<file path="src/rtl/fft4_sdf_ctrl.sv">
// Timing controller for the 4-point radix-2 SDF FFT: sequences one frame per start,
// drives the delay-line counts and the per-cycle butterfly/twiddle/zero-fill decodes.
module fft4_sdf_ctrl #(
   parameter int unsigned DNUM_W   = 4,
   parameter int unsigned STAGE1_D = 2,
   parameter int unsigned STAGE2_D = 1,
   parameter int unsigned PIPE_LAT = 2,
   parameter int unsigned FRAME_N  = 4
) (
   input  logic              clk,
   input  logic              rst,
   input  logic              start,
   input  logic              in_valid,
   output logic              in_ready,
   output logic [DNUM_W-1:0] dnum1,
   output logic [DNUM_W-1:0] dnum2,
   output logic              bf1_sel,
   output logic              bf2_sel,
   output logic              tw_sel,
   output logic              zero_fill,
   output logic              out_valid,
   output logic              out_last,
   output logic              busy,
   output logic              done,
   output logic              err
);

   localparam int unsigned LAT = STAGE1_D + STAGE2_D + PIPE_LAT;

   localparam logic [3:0] T_LOAD_END  = 4'(FRAME_N - 1);
   localparam logic [3:0] T_FLUSH_END = 4'(LAT + FRAME_N - 1);
   localparam logic [3:0] T_S1        = 4'(STAGE1_D);
   localparam logic [3:0] T_BF1_END   = 4'(FRAME_N + STAGE1_D);
   localparam logic [3:0] T_BF2_END   = 4'(STAGE1_D + FRAME_N + STAGE2_D);
   localparam logic [3:0] T_OUT_START = 4'(LAT);

   typedef enum logic [1:0] {
      S_IDLE,
      S_LOAD,
      S_FLUSH,
      S_DONE
   } state_t;

   state_t            state_q, state_d;
   logic [3:0]        t_q, t_d;
   logic [DNUM_W-1:0] dnum1_q, dnum1_d;
   logic [DNUM_W-1:0] dnum2_q, dnum2_d;
   logic              err_q, err_d;
   logic [3:0]        s1;
   logic              active;

   always_ff @(posedge clk or posedge rst) begin
      if (rst) begin
         state_q <= S_IDLE;
         t_q     <= '0;
         dnum1_q <= '0;
         dnum2_q <= '0;
         err_q   <= 1'b0;
      end else begin
         state_q <= state_d;
         t_q     <= t_d;
         dnum1_q <= dnum1_d;
         dnum2_q <= dnum2_d;
         err_q   <= err_d;
      end
   end

   always_comb begin
      state_d   = state_q;
      t_d       = t_q;
      dnum1_d   = dnum1_q;
      dnum2_d   = dnum2_q;
      err_d     = err_q;
      in_ready  = 1'b0;
      zero_fill = 1'b0;
      bf1_sel   = 1'b0;
      bf2_sel   = 1'b0;
      tw_sel    = 1'b0;
      out_valid = 1'b0;
      out_last  = 1'b0;
      active    = 1'b0;
      s1        = t_q - T_S1;

      case (state_q)
         S_IDLE: begin
            if (start) begin
               state_d = S_LOAD;
               t_d     = '0;
               dnum1_d = DNUM_W'(STAGE1_D);
               dnum2_d = DNUM_W'(STAGE2_D);
            end
         end
         S_LOAD: begin
            active   = 1'b1;
            in_ready = 1'b1;
            t_d      = t_q + 4'd1;
            // Delay lines free-run: a missing sample is replaced by zero, never stalled.
            if (!in_valid) begin
               zero_fill = 1'b1;
               err_d     = 1'b1;
            end
            if (t_q == T_LOAD_END) state_d = S_FLUSH;
         end
         S_FLUSH: begin
            active = 1'b1;
            t_d    = t_q + 4'd1;
            if (t_q == T_FLUSH_END) state_d = S_DONE;
         end
         S_DONE: begin
            state_d = S_IDLE;
         end
         default: begin
            state_d = S_IDLE;
         end
      endcase

      if (active) begin
         bf1_sel   = t_q[1] && (t_q < T_BF1_END);
         bf2_sel   = s1[0] && (t_q >= T_S1) && (t_q < T_BF2_END);
         // s1 wraps below STAGE1_D, so the -j slot is qualified by stage 2 being live.
         tw_sel    = (s1[1:0] == 2'd3) && (t_q >= T_S1) && (t_q < T_BF1_END);
         out_valid = (t_q >= T_OUT_START) && (t_q <= T_FLUSH_END);
         out_last  = (t_q == T_FLUSH_END);
      end
   end

   assign dnum1 = dnum1_q;
   assign dnum2 = dnum2_q;
   assign err   = err_q;
   assign busy  = (state_q != S_IDLE);
   assign done  = (state_q == S_DONE);

endmodule

</file>
<file path="config.mk">
export PLATFORM = sky130hd
export DESIGN_NAME = fft4_sdf_ctrl
export DESIGN_NICKNAME = d
export VERILOG_FILES = /design/src/rtl/fft4_sdf_ctrl.sv
export SDC_FILE = /design/constraint.sdc
export NUM_CORES = 1
export LEC_CHECK = 0
export BUFFER_PORTS_ARGS = -buffer_cell sky130_fd_sc_hd__buf_2
export CAP_MARGIN = 5
export CORE_MARGIN = 2
export CORE_UTILIZATION = 52
export DETAILED_ROUTE_END_ITERATION = 8
export PLACE_DENSITY = 0.93
export SLEW_MARGIN = 30
export SYNTH_ARGS = -nofsm -noshare
export SYNTH_HDL_FRONTEND = slang
export SYNTH_SLANG_ARGS = --single-unit
</file>
<file path="constraint.sdc">
create_clock -name clk -period 3.7 [get_ports clk]
set_clock_uncertainty 0.2 [all_clocks]
set_input_delay 0.37 -clock clk [delete_from_list [all_inputs] [get_ports clk]]
set_output_delay 0.37 -clock clk [all_outputs]
set_load 0.01 [all_outputs]
</file>
* Word level (Yosys, flattened, before mapping)
Cells that the tools add are included.
** Storage, ports and cells
- Output and inout bits :: 18
- Input bits :: 4
- Register bits :: 8
** Cells by class
- Add/subtract/negate cells :: 2
- $lt $le $gt $ge :: 5
- Equality and inequality tests :: 9
- Bitwise operators :: 1
- Reductions and logical operators :: 14
- Muxes and demuxes :: 15
** Operators by type and width (count)
- $mux W1 :: 9
- $lt A4 B3 Y1 const B :: 2
- $pmux W2 S4 :: 1
- $pmux W4 S2 :: 1
- $eq A2 B2 Y1 const B :: 3
- $logic_and A1 B1 Y1 :: 6
- $mux W2 :: 3
- $ne A2 B2 Y1 const B :: 3
- $reduce_and A2 Y1 :: 3
- $add A4 B1 Y4 const B :: 1
- $eq A4 B2 Y1 const B :: 1
- $eq A4 B4 Y1 const B :: 1
- $ge A4 B2 Y1 const B :: 1
- $ge A4 B3 Y1 const B :: 1
- $le A4 B4 Y1 const B :: 1
- $mux W4 :: 1
- $reduce_bool A2 Y1 :: 2
- $reduce_and A3 Y1 :: 1
- $eq A2 B1 Y1 const B :: 1
- $logic_not A2 Y1 :: 1
- $reduce_or A2 Y1 :: 1
- $sub A2 B2 Y2 const B :: 1
- $not A1 Y1 :: 1

* Depth between registers and ports, before layout
Gate-level depths: netlist (run 1).
- Depth after elaboration :: 5
- Depth in mapped cells :: 6

* Worst setup path before layout (run 1)
OpenSTA, ideal clock, no wires.
- Path kind :: register to output
- Start point :: register state_q[1]
- End point :: output tw_sel
- Arrival time :: 1481 ps
- Setup slack :: 1649 ps
- Cell stages (with the launch flop) :: 7
- Path through :: dfrtp_1 inv_1 ha_1 clkbuf_1 and2b_1 nand2_1 a211oi_1
** Between the ends
- Word-level cells in the longest chain between the ends :: 4
- Elaborated cells between the ends (all ways) :: 5
** RTL lines
- start: declaration :: line 44 : state_t state_q, state_d;
- start signal: assignment :: line 60 : state_q <= state_d;
- $eq A2 B2 Y1 or $eq A2 B1 Y1 (tied branches) :: line 84 : case (state_q)
- $reduce_or A2 Y1 (no source line) (*)
- $mux W1 (*) :: line 84
- $mux W1 (*) :: line 117 : if (active) begin
- end: declaration :: line 19 : output logic tw_sel,
Every way passes the cells marked *; elsewhere a longest branch is shown, timed or not.

* Worst setup path after layout (run 1)
Same ends and word-level chain as after synthesis.

==> flow_summary.json, run 1 <==
{
  "global_route.overflow_total": 0,
  "gp_congestion": 0.7984,
  "synth.area.top_cells": "dfrtp_1, ha_1, buf_4",
  "final_net_count": 105,
  "drt-pass1-iter-count": 4,
  "synth.ff_latch_count": 8,
  "finalPower_mw": 0.6672,
  "detailedPlacementHpwl_um": 1017,
  "worst_ep_required_time_ns": 3.13,
  "post-synth-top-area-cell": "dfrtp_1",
  "worst_r2r_endpoint": "state_q[1]",
  "power_per_cell_area_nw_per_um2": 855.9,
  "synth.lib_cells_used.distinct": 33,
  "avgViaCountPerCell": 5.352,
  "floorplan.initialDensity_pct": 54.73,
  "antenna_found_initial": 0,
  "critPathKind": "register to primary output",
  "fp.dieArea_um2": 1644,
  "synth_warnings": 0,
  "worst_r2r_startpoint": "t_q[1]",
  "htreeDepth": 1,
  "synth.top_cells.by_count": "ha_1, dfrtp_1, inv_1",
  "worst_setup_path_end_kind": "primary output",
  "clk_pin_slew_ns": 0.06,
  "worst_path_max_delay_cell": "ha_1",
  "critical_path.max_stage_delay_ns": 0.47,
  "rrSetupSlack_ns": 1.79,
  "grt_use_total_pct": 19.27,
  "synth_top_cell_area_share_pct": 28.83,
  "grt_max_degree": 13,
  "timing.final.hold_violations": 0,
  "clock_latency_ns": 0.26,
  "post_synth.cell_area_avg_um2": 9.259,
  "hold_start": "start",
  "number_of_flops_mapped_to_enable_cells_by_yosys": 0,
  "worst_hold_path_type": "primary input to register",
  "fp.coreArea_um2": 1269,
  "yosys.cell_count.top_type": "ha_1",
  "cts-root-to-sink-buffers": 2,
  "outcome": "completed",
  "clockRootBuffer": "clkbuf_4",
  "die_h_um": 40.55,
  "rows": 13,
  "num_antenna_cells": 0,
  "syn_to_final_growth_pct": 12.25,
  "report.final.setup_viol": 0,
  "max_cap_violations": 0,
  "worst-r2r-cell-count": 4,
  "post_synth_inst_count": 75,
  "design.portCount": 22,
  "grt_pass1_vias": 464,
  "synth_flop_cell": "dfrtp_1",
  "power.static_leakage_nw": 0.3850,
  "seq_area_frac_synth_pct": 28.83,
  "final_antenna_net_count": 0,
  "finalCriticalPeriod_ns": 2.361,
  "hold_path_cells": 2,
  "min_to": "dnum1[1]",
  "period_share_pct": 63.82,
  "worstPathArrival_ns": 1.79,
  "detail_route.drc_violations": 0,
  "tritoncts.num_buffers": 3,
  "cts.sinks": 8,
  "cp_cell_sequence": "inv_1 -> ha_1 -> and2b_1 -> nand2_1 -> a211oi_1 -> buf_2",
  "vias": 562,
  "tritoncts": "yes",
  "ir_drop_uv": 455.1,
  "count_of_final_max_slew_check_failures": 0,
  "totalWireLength_um": 1305,
  "asyncSetResetFlopFracSynth_pct": 100.0,
  "critPathMaxFanout": 11,
  "cp-start-kind": "register",
  "routed_wire_length_per_instance_um": 12.43,
  "grt_pass1_wl_um": 1959,
  "timing.setup.tns_ns": 0,
  "layout-drive-gt1-share_pct": 26.67,
  "drt_iter0_markers": 13,
  "postCtsResizedCells": 0,
  "buffer_ports.inserted": 15,
  "max_freq_mhz": 423.5,
  "die-width_um": 40.55,
  "grt_setup_unrepaired": "false",
  "netlist_area_um2": 694.4
}
cell usage in the layout (no fill, tap or decap), types with 2 or more instances in the layout:
master,count
nand2_1,4
nor2_1,2
nor3_1,3
conb_1,6
dfrtp_1,8
clkbuf_4,3
inv_1,8
nand3_1,2
buf_2,15
nand2b_1,3
nor3b_1,3
or2_2,2
nor2b_1,2
ha_1,9
metrics by stage:
step	utilization, %	std cells	cell area [um^2]	hold slack [ns]	setup slack (ns)
2_1_floorplan	-	80	713.2	-0.01434	1.649
3_3_place_gp	58.88	101	747.0	0.1246	1.696
3_5_place_dp	58.88	101	747.0	0.1335	1.630
4_1_cts	61.44	105	779.5	0.1914	1.344
5_1_grt	61.44	105	779.5	0.2009	1.219
6_report	61.44	105	779.5	0.1976	1.339
registers in the layout (all words and copies together), names as in the netlist:
name and flops:
dnum1 1, err 1, state_q 2, t_q 4
area by class of cell:
type / count / area, um^2
Multi-Input combinational cell: 55 / 422.9
Tap cell: 15 / 18.77
Inverter: 8 / 30.03
Sequential cell: 8 / 200.2
Fill cell: 114 / 489.2
Clock buffer: 3 / 22.52
Timing Repair Buffer: 16 / 85.08
worst max-delay path: cells and delay by family, from the launching register on:
| family | cells | cell delay, ns |
|---|---|---|
| buffers and inverters | 2 | 0.26 |
| AOI/OAI and AO/OA | 1 | 0.15 |
| adders and majority gates | 1 | 0.47 |
| and+or+nand+nor | 2 | 0.24 |
| DFF | 1 | 0.40 |
kinds of logic (layout without fill, tap and decap cells):
group	Yosys count	count (layout)	share of synthesized area [%]
simple gates	26	26	23.96
flops	8	8	28.83
compound gates	12	12	13.87
fa+ha+maj	9	9	16.22
buf+inv	17	27	12.97
other cells	1	6	0.5400
mux	2	2	3.603
repair_timing:
action	in CTS	in global routing
endpoints found under the hold margin	8	0
hold buffers	1	0
setup buffers	0	0
worst max path at each step:
stage	end	from	slack, ns	cells past startpoint
2_1_floorplan	tw_sel	state_q[1]	1.65	6
4_1_cts	tw_sel	state_q[1]	1.34	6
5_1_grt	tw_sel	state_q[1]	1.22	6
3_5_place_dp	tw_sel	state_q[1]	1.63	6
3_3_place_gp	tw_sel	state_q[1]	1.70	6
6_report	tw_sel	state_q[1]	1.34	6
where the power goes:
part	total (mW)	internal [mW]	switching (mW)
combinational	0.416	0.197	0.219
sequential	0.182	0.119	0.0626
clock	0.0689	0.0373	0.0316
total	0.667	0.354	0.314
layer usage:
metal  GRT usage, %  vias up  part of all wire, %
li1               -      279                    -
met4          12.50        0                  1.2
met2          29.37       25                   46
met5              0        -                    0
met1          22.64      256                   46
met3          6.667        2                  7.3
No activity file was read; power rests on OpenSTA's default activity.
==> run 2, diff against run 1 <==
--- a/config.mk
+++ b/config.mk
@@ -8,9 +8,9 @@
 export BUFFER_PORTS_ARGS = -buffer_cell sky130_fd_sc_hd__buf_2
 export CAP_MARGIN = 5
 export CORE_MARGIN = 2
-export CORE_UTILIZATION = 52
+export CORE_UTILIZATION = 49
 export DETAILED_ROUTE_END_ITERATION = 8
-export PLACE_DENSITY = 0.93
+export PLACE_DENSITY = 0.89
 export SLEW_MARGIN = 30
 export SYNTH_ARGS = -nofsm -noshare
 export SYNTH_HDL_FRONTEND = slang
==> constraint.sdc (replaced) <==
create_clock -name clk -period 2.4 [get_ports clk]
set_clock_uncertainty 0.2 [all_clocks]
set_input_delay 0.24 -clock clk [delete_from_list [all_inputs] [get_ports clk]]
set_output_delay 0.24 -clock clk [all_outputs]
set_load 0.01 [all_outputs]
==> run 2 against run 1 <==
Compared with the run above:
- worst hold slack got worse by 0.14 ns
- non-clock buffer count grew 1
- combinational power grew 60%
- final cell count rose by 0.95%
- critical path type unchanged
- largest cell class unchanged
==> flow_summary.json, run 2 (same netlist as run 1, synthesis figures left out) <==
{
  "outcome": "completed",
  "antenna_found_initial": 0,
  "clockRootBuffer": "clkbuf_4",
  "rrSetupSlack_ns": 0.50,
  "layout.cells.non_filler": 106,
  "floorplan.initialDensity_pct": 52.71,
  "timing.final.hold_violations": 0,
  "worst_r2r_startpoint": "t_q[1]",
  "seqCellArea_um2": 200.2,
  "max_cap_violations": 0,
  "gp_congestion": 0.8231,
  "timing.setup.tns_ns": 0,
  "design.portCount": 22,
  "die_h_um": 41.65,
  "global_route.overflow_total": 0,
  "worstSetupStartpoint": "t_q[1]",
  "fp.dieArea_um2": 1734,
  "critPathMaxFanout": 9,
  "drt_iter0_markers": 4,
  "largest_register_ffs": 4,
  "avgViaCountPerCell": 5.330,
  "critPathKind": "register to primary output",
  "worst_hold_path_type": "primary input to register",
  "finalCriticalPeriod_ns": 2.112,
  "ir_drop_uv": 850.2,
  "postCtsSetupRepairBufs": 0,
  "finalCoreUtilization_pct": 59.73,
  "rows": 13,
  "cts-root-to-sink-buffers": 2,
  "cp-start-kind": "register",
  "grt_pass1_vias": 504,
  "worst_ep_required_time_ns": 1.96,
  "critical_path.endpoint": "out_valid",
  "detail_route.drc_violations": 0,
  "worst_setup_path_end_kind": "primary output",
  "power.static_leakage_nw": 0.3898,
  "layout-drive-gt1-share_pct": 27.47,
  "grt_use_total_pct": 16.76,
  "tritoncts": "yes",
  "routed_wire_length_per_instance_um": 12.04,
  "worst-r2r-cell-count": 4,
  "worstPathArrival_ns": 1.67,
  "area_of_the_multi_input_gates_um2": 422.9,
  "mostFrequentLayoutCell": "buf_2",
  "nFillCells": 115,
  "clock_latency_ns": 0.26,
  "vias": 565,
  "top_library_cells_by_usage_in_the_layout_fill_and_taps_aside": "buf_2, ha_1, inv_1, dfrtp_1, conb_1",
  "final_net_count": 106,
  "worst_r2r_endpoint": "state_q[1]",
  "tritoncts.num_buffers": 3,
  "grt_pass1_wl_um": 2187,
  "fp.coreArea_um2": 1318,
  "num_antenna_cells": 0,
  "dpl_worst_slack_ns": 0.5170,
  "grt_setup_unrepaired": "false",
  "power_per_cell_area_nw_per_um2": 1325,
  "registers.top_by_ff_count": "t_q",
  "totalWireLength_um": 1276,
  "drt-pass1-iter-count": 4,
  "final.setup.worst_slack_ns": 0.2876,
  "cts.sinks": 8,
  "detailedPlacementHpwl_um": 1044,
  "hold_ws_ns": 0.06115,
  "dp_cells": 102,
  "biggestRegsByFlops": "t_q: 4 flops, state_q: 2 flops",
  "max_freq_mhz": 473.4,
  "report.final.setup_viol": 0,
  "die-width_um": 41.65,
  "final_antenna_net_count": 0,
  "buffer_ports.inserted": 15,
  "grt_max_degree": 13,
  "period_share_pct": 88.01,
  "clk_pin_slew_ns": 0.05,
  "syn_to_final_growth_pct": 13.33,
  "htreeDepth": 1,
  "count_of_final_max_slew_check_failures": 0
}
## run 2: final cells by class
class | instances | area share (%)
inverters | 8 | 3.816
multi-input cells | 55 | 53.74
flip-flops and latches | 8 | 25.44
repair buffers | 17 | 11.76
well taps | 15 | 2.385
clock buffers | 3 | 2.862
## run 2: repair_timing
| item | in CTS | in global routing |
|---|---|---|
| hold buffers | 1 | 0 |
| hold endpoints to repair | 8 | 0 |
| resized for setup | 0 | 0 |
## run 2: how the worst min path moves through the flow
stage               slack [ns]          to   from  depth (start not counted)
floorplan                -0.14    dnum1[1]    rst                          1
global placement        -0.002  state_q[0]    rst                          2
detailed placement     -0.0005    dnum1[1]    rst                          2
CTS                       0.06    dnum1[1]  start                          2
global route              0.07    dnum1[1]  start                          2
finish                    0.06    dnum1[1]  start                          2
## run 2: through the flow
stage,total power [mW],instance area [um^2]
floorplan,0.7637,713.2
global placement,0.9077,754.5
detailed placement,0.9410,754.5
CTS,1.047,787.0
global route,1.145,787.0
finish,1.043,787.0
## run 2: where the power goes
group | internal (mW) | switching (mW)
Sequential | 0.185 | 0.0916
Clock | 0.0571 | 0.0447
Combinational | 0.320 | 0.345
## run 2: layer usage
layer	wire length [um]	track usage [%]	share of wire [%]	vias to the layer above
li1	-	-	-	274
met1	518	18.16	41	273
met2	672	29.06	53	16
met3	73	6.957	5.7	2
met4	12	5.806	0.94	0
met5	0	0	0	-
## run 2: worst max-delay path, cell delays in order (launching register included)
cell and delay [ns]:
dfrtp_1 0.52, inv_1 0.14, ha_1 0.22, nor2b_1 0.12
nor3b_1 0.18, o21a_1 0.12, buf_2 0.12
==> run 3, diff against run 2 <==
--- a/config.mk
+++ b/config.mk
@@ -9,6 +9,7 @@
 export CAP_MARGIN = 5
 export CORE_MARGIN = 2
 export CORE_UTILIZATION = 49
+export CTS_BUF_LIST = sky130_fd_sc_hd__clkbuf_16
 export DETAILED_ROUTE_END_ITERATION = 8
 export PLACE_DENSITY = 0.89
 export SLEW_MARGIN = 30
==> run 3 against run 2 <==
Compared with the run above:
- sequential share of layout area down 1.6 points
- utilization up 4.0 points
- critical path depth unchanged
- sequential power up 2%
- combinational power up 3%
- via count down 1.9%
- worst hold slack better by 0.023 ns
- largest cell class unchanged
- non-clock buffer count unchanged
- clock power rose to 2.7 times the previous value
==> flow_summary.json, run 3 (same netlist as run 1, synthesis figures left out) <==
{
  "fp.coreArea_um2": 1318,
  "clockRootBuffer": "clkbuf_16",
  "floorplan.initialDensity_pct": 52.71,
  "avgViaCountPerCell": 5.226,
  "timing.setup.tns_ns": 0,
  "critical_path.max_stage_delay_ns": 0.50,
  "post_dp_cell_area_um2": 754.5,
  "drt_iter0_markers": 7,
  "htreeDepth": 1,
  "cp_cell_sequence": "inv_1 -> ha_1 -> nor3_1 -> a21oi_1 -> and3_1 -> buf_2",
  "clk_pin_slew_ns": 0.03,
  "clock_latency_ns": 0.23,
  "grt_pass1_vias": 522,
  "top_library_cells_by_usage_in_the_layout_fill_and_taps_aside": "buf_2, ha_1, inv_1, dfrtp_1, conb_1",
  "worstPathArrival_ns": 1.74,
  "outcome": "completed",
  "post-route-cell-area_um2": 839.6,
  "cts-root-to-sink-buffers": 2,
  "power.static_leakage_nw": 0.4130,
  "mostFrequentLayoutCell": "buf_2",
  "layout-drive-gt1-share_pct": 27.47,
  "buffer_ports.inserted": 15,
  "grt_max_degree": 13,
  "max_freq_mhz": 457.8,
  "cp-start-kind": "register",
  "design.portCount": 22,
  "worst_setup_path_end_kind": "primary output",
  "cts.sinks": 8,
  "largest_register_ffs": 4,
  "global_route.overflow_total": 0,
  "fp.dieArea_um2": 1734,
  "grt_pass1_wl_um": 2352,
  "finalCriticalPeriod_ns": 2.185,
  "worst_path_max_delay_cell": "dfrtp_1",
  "cp.buffers_inverters": 2,
  "biggestRegsByFlops": "t_q: 4 flops, state_q: 2 flops",
  "antenna_found_initial": 0,
  "detail_route.drc_violations": 0,
  "grt_setup_unrepaired": "false",
  "power_per_cell_area_nw_per_um2": 1480,
  "timing.final.hold_violations": 0,
  "vias": 554,
  "max_cap_violations": 0,
  "registers.top_by_ff_count": "t_q",
  "tritoncts.num_buffers": 3,
  "detailedPlacementHpwl_um": 1044,
  "period_share_pct": 91.02,
  "routed_wire_length_per_instance_um": 13.43,
  "num_antenna_cells": 0,
  "die-width_um": 41.65,
  "crit_family": "flip-flops",
  "rows": 13,
  "syn_to_final_growth_pct": 20.90,
  "count_of_final_max_slew_check_failures": 0,
  "tritoncts": "yes",
  "grt_use_total_pct": 17.93,
  "finalPower_mw": 1.243,
  "drt-pass1-iter-count": 4,
  "ir_drop_uv": 799.6,
  "report.final.setup_viol": 0,
  "worst_ep_required_time_ns": 1.96,
  "gp_congestion": 0.8231,
  "die_h_um": 41.65,
  "final_net_count": 106,
  "critPathKind": "register to primary output",
  "worst_hold_path_type": "primary input to register",
  "totalWireLength_um": 1424,
  "final_antenna_net_count": 0,
  "finalCoreUtilization_pct": 63.72,
  "critPathMaxFanout": 8,
  "postCtsResizedCells": 0
}
run 3: changes by cell type in the layout (fill, tap and decap cells not counted):
cell	delta
clkbuf_4	-3
clkbuf_16	+3
run 3: per-stage QoR:
| stage | worst slack (ns) | hold WS [ns] | instances |
|---|---|---|---|
| 4_1_cts | 0.2252 | 0.08725 | 106 |
| 3_5_place_dp | 0.5170 | -0.0004803 | 102 |
| 3_3_place_gp | 0.5794 | -0.001896 | 102 |
| 2_1_floorplan | 0.4791 | -0.1443 | 80 |
| 6_report | 0.2155 | 0.08448 | 106 |
| 5_1_grt | 0.1069 | 0.1021 | 106 |
run 3: worst paths after layout:
check / to / from / slack [ns] / cells after the start
worst max-delay path: bf2_sel / t_q[0] / 0.22 / 6
worst min-delay path: dnum1[1] / start / 0.08 / 2
worst max register to register: state_q[1] / t_q[1] / 0.46 / 4
worst min register to register: err / err / 0.26 / 1
max in group asynchronous: t_q[1] / rst / 1.48 / 3
min in group asynchronous: state_q[0] / rst / 0.29 / 3
run 3: final cells by class:
cell class	count	area (um^2)
Fill cell	112	478.0
Timing Repair Buffer	17	92.59
Tap cell	15	18.77
Multi-Input combinational cell	55	422.9
Clock buffer	3	75.07
Sequential cell	8	200.2
Inverter	8	30.03
run 3: metal layers:
layer,track usage (%),wire (um),vias up
li1,-,-,274
met3,8.696,63,0
met1,20.60,599,269
met2,30.31,761,11
met5,0,0,-
met4,3.226,0,0
run 3: report_power, final:
part / internal [mW] / total (mW) / switching, mW
Clock: 0.215 / 0.279 / 0.0640
Combinational: 0.321 / 0.682 / 0.361
Sequential: 0.185 / 0.282 / 0.0971
Total: 0.721 / 1.24 / 0.522
run 3: repair_timing:
action,CTS,global route
setup buffers,0,0
hold buffers,1,0
hold endpoints to repair,8,0
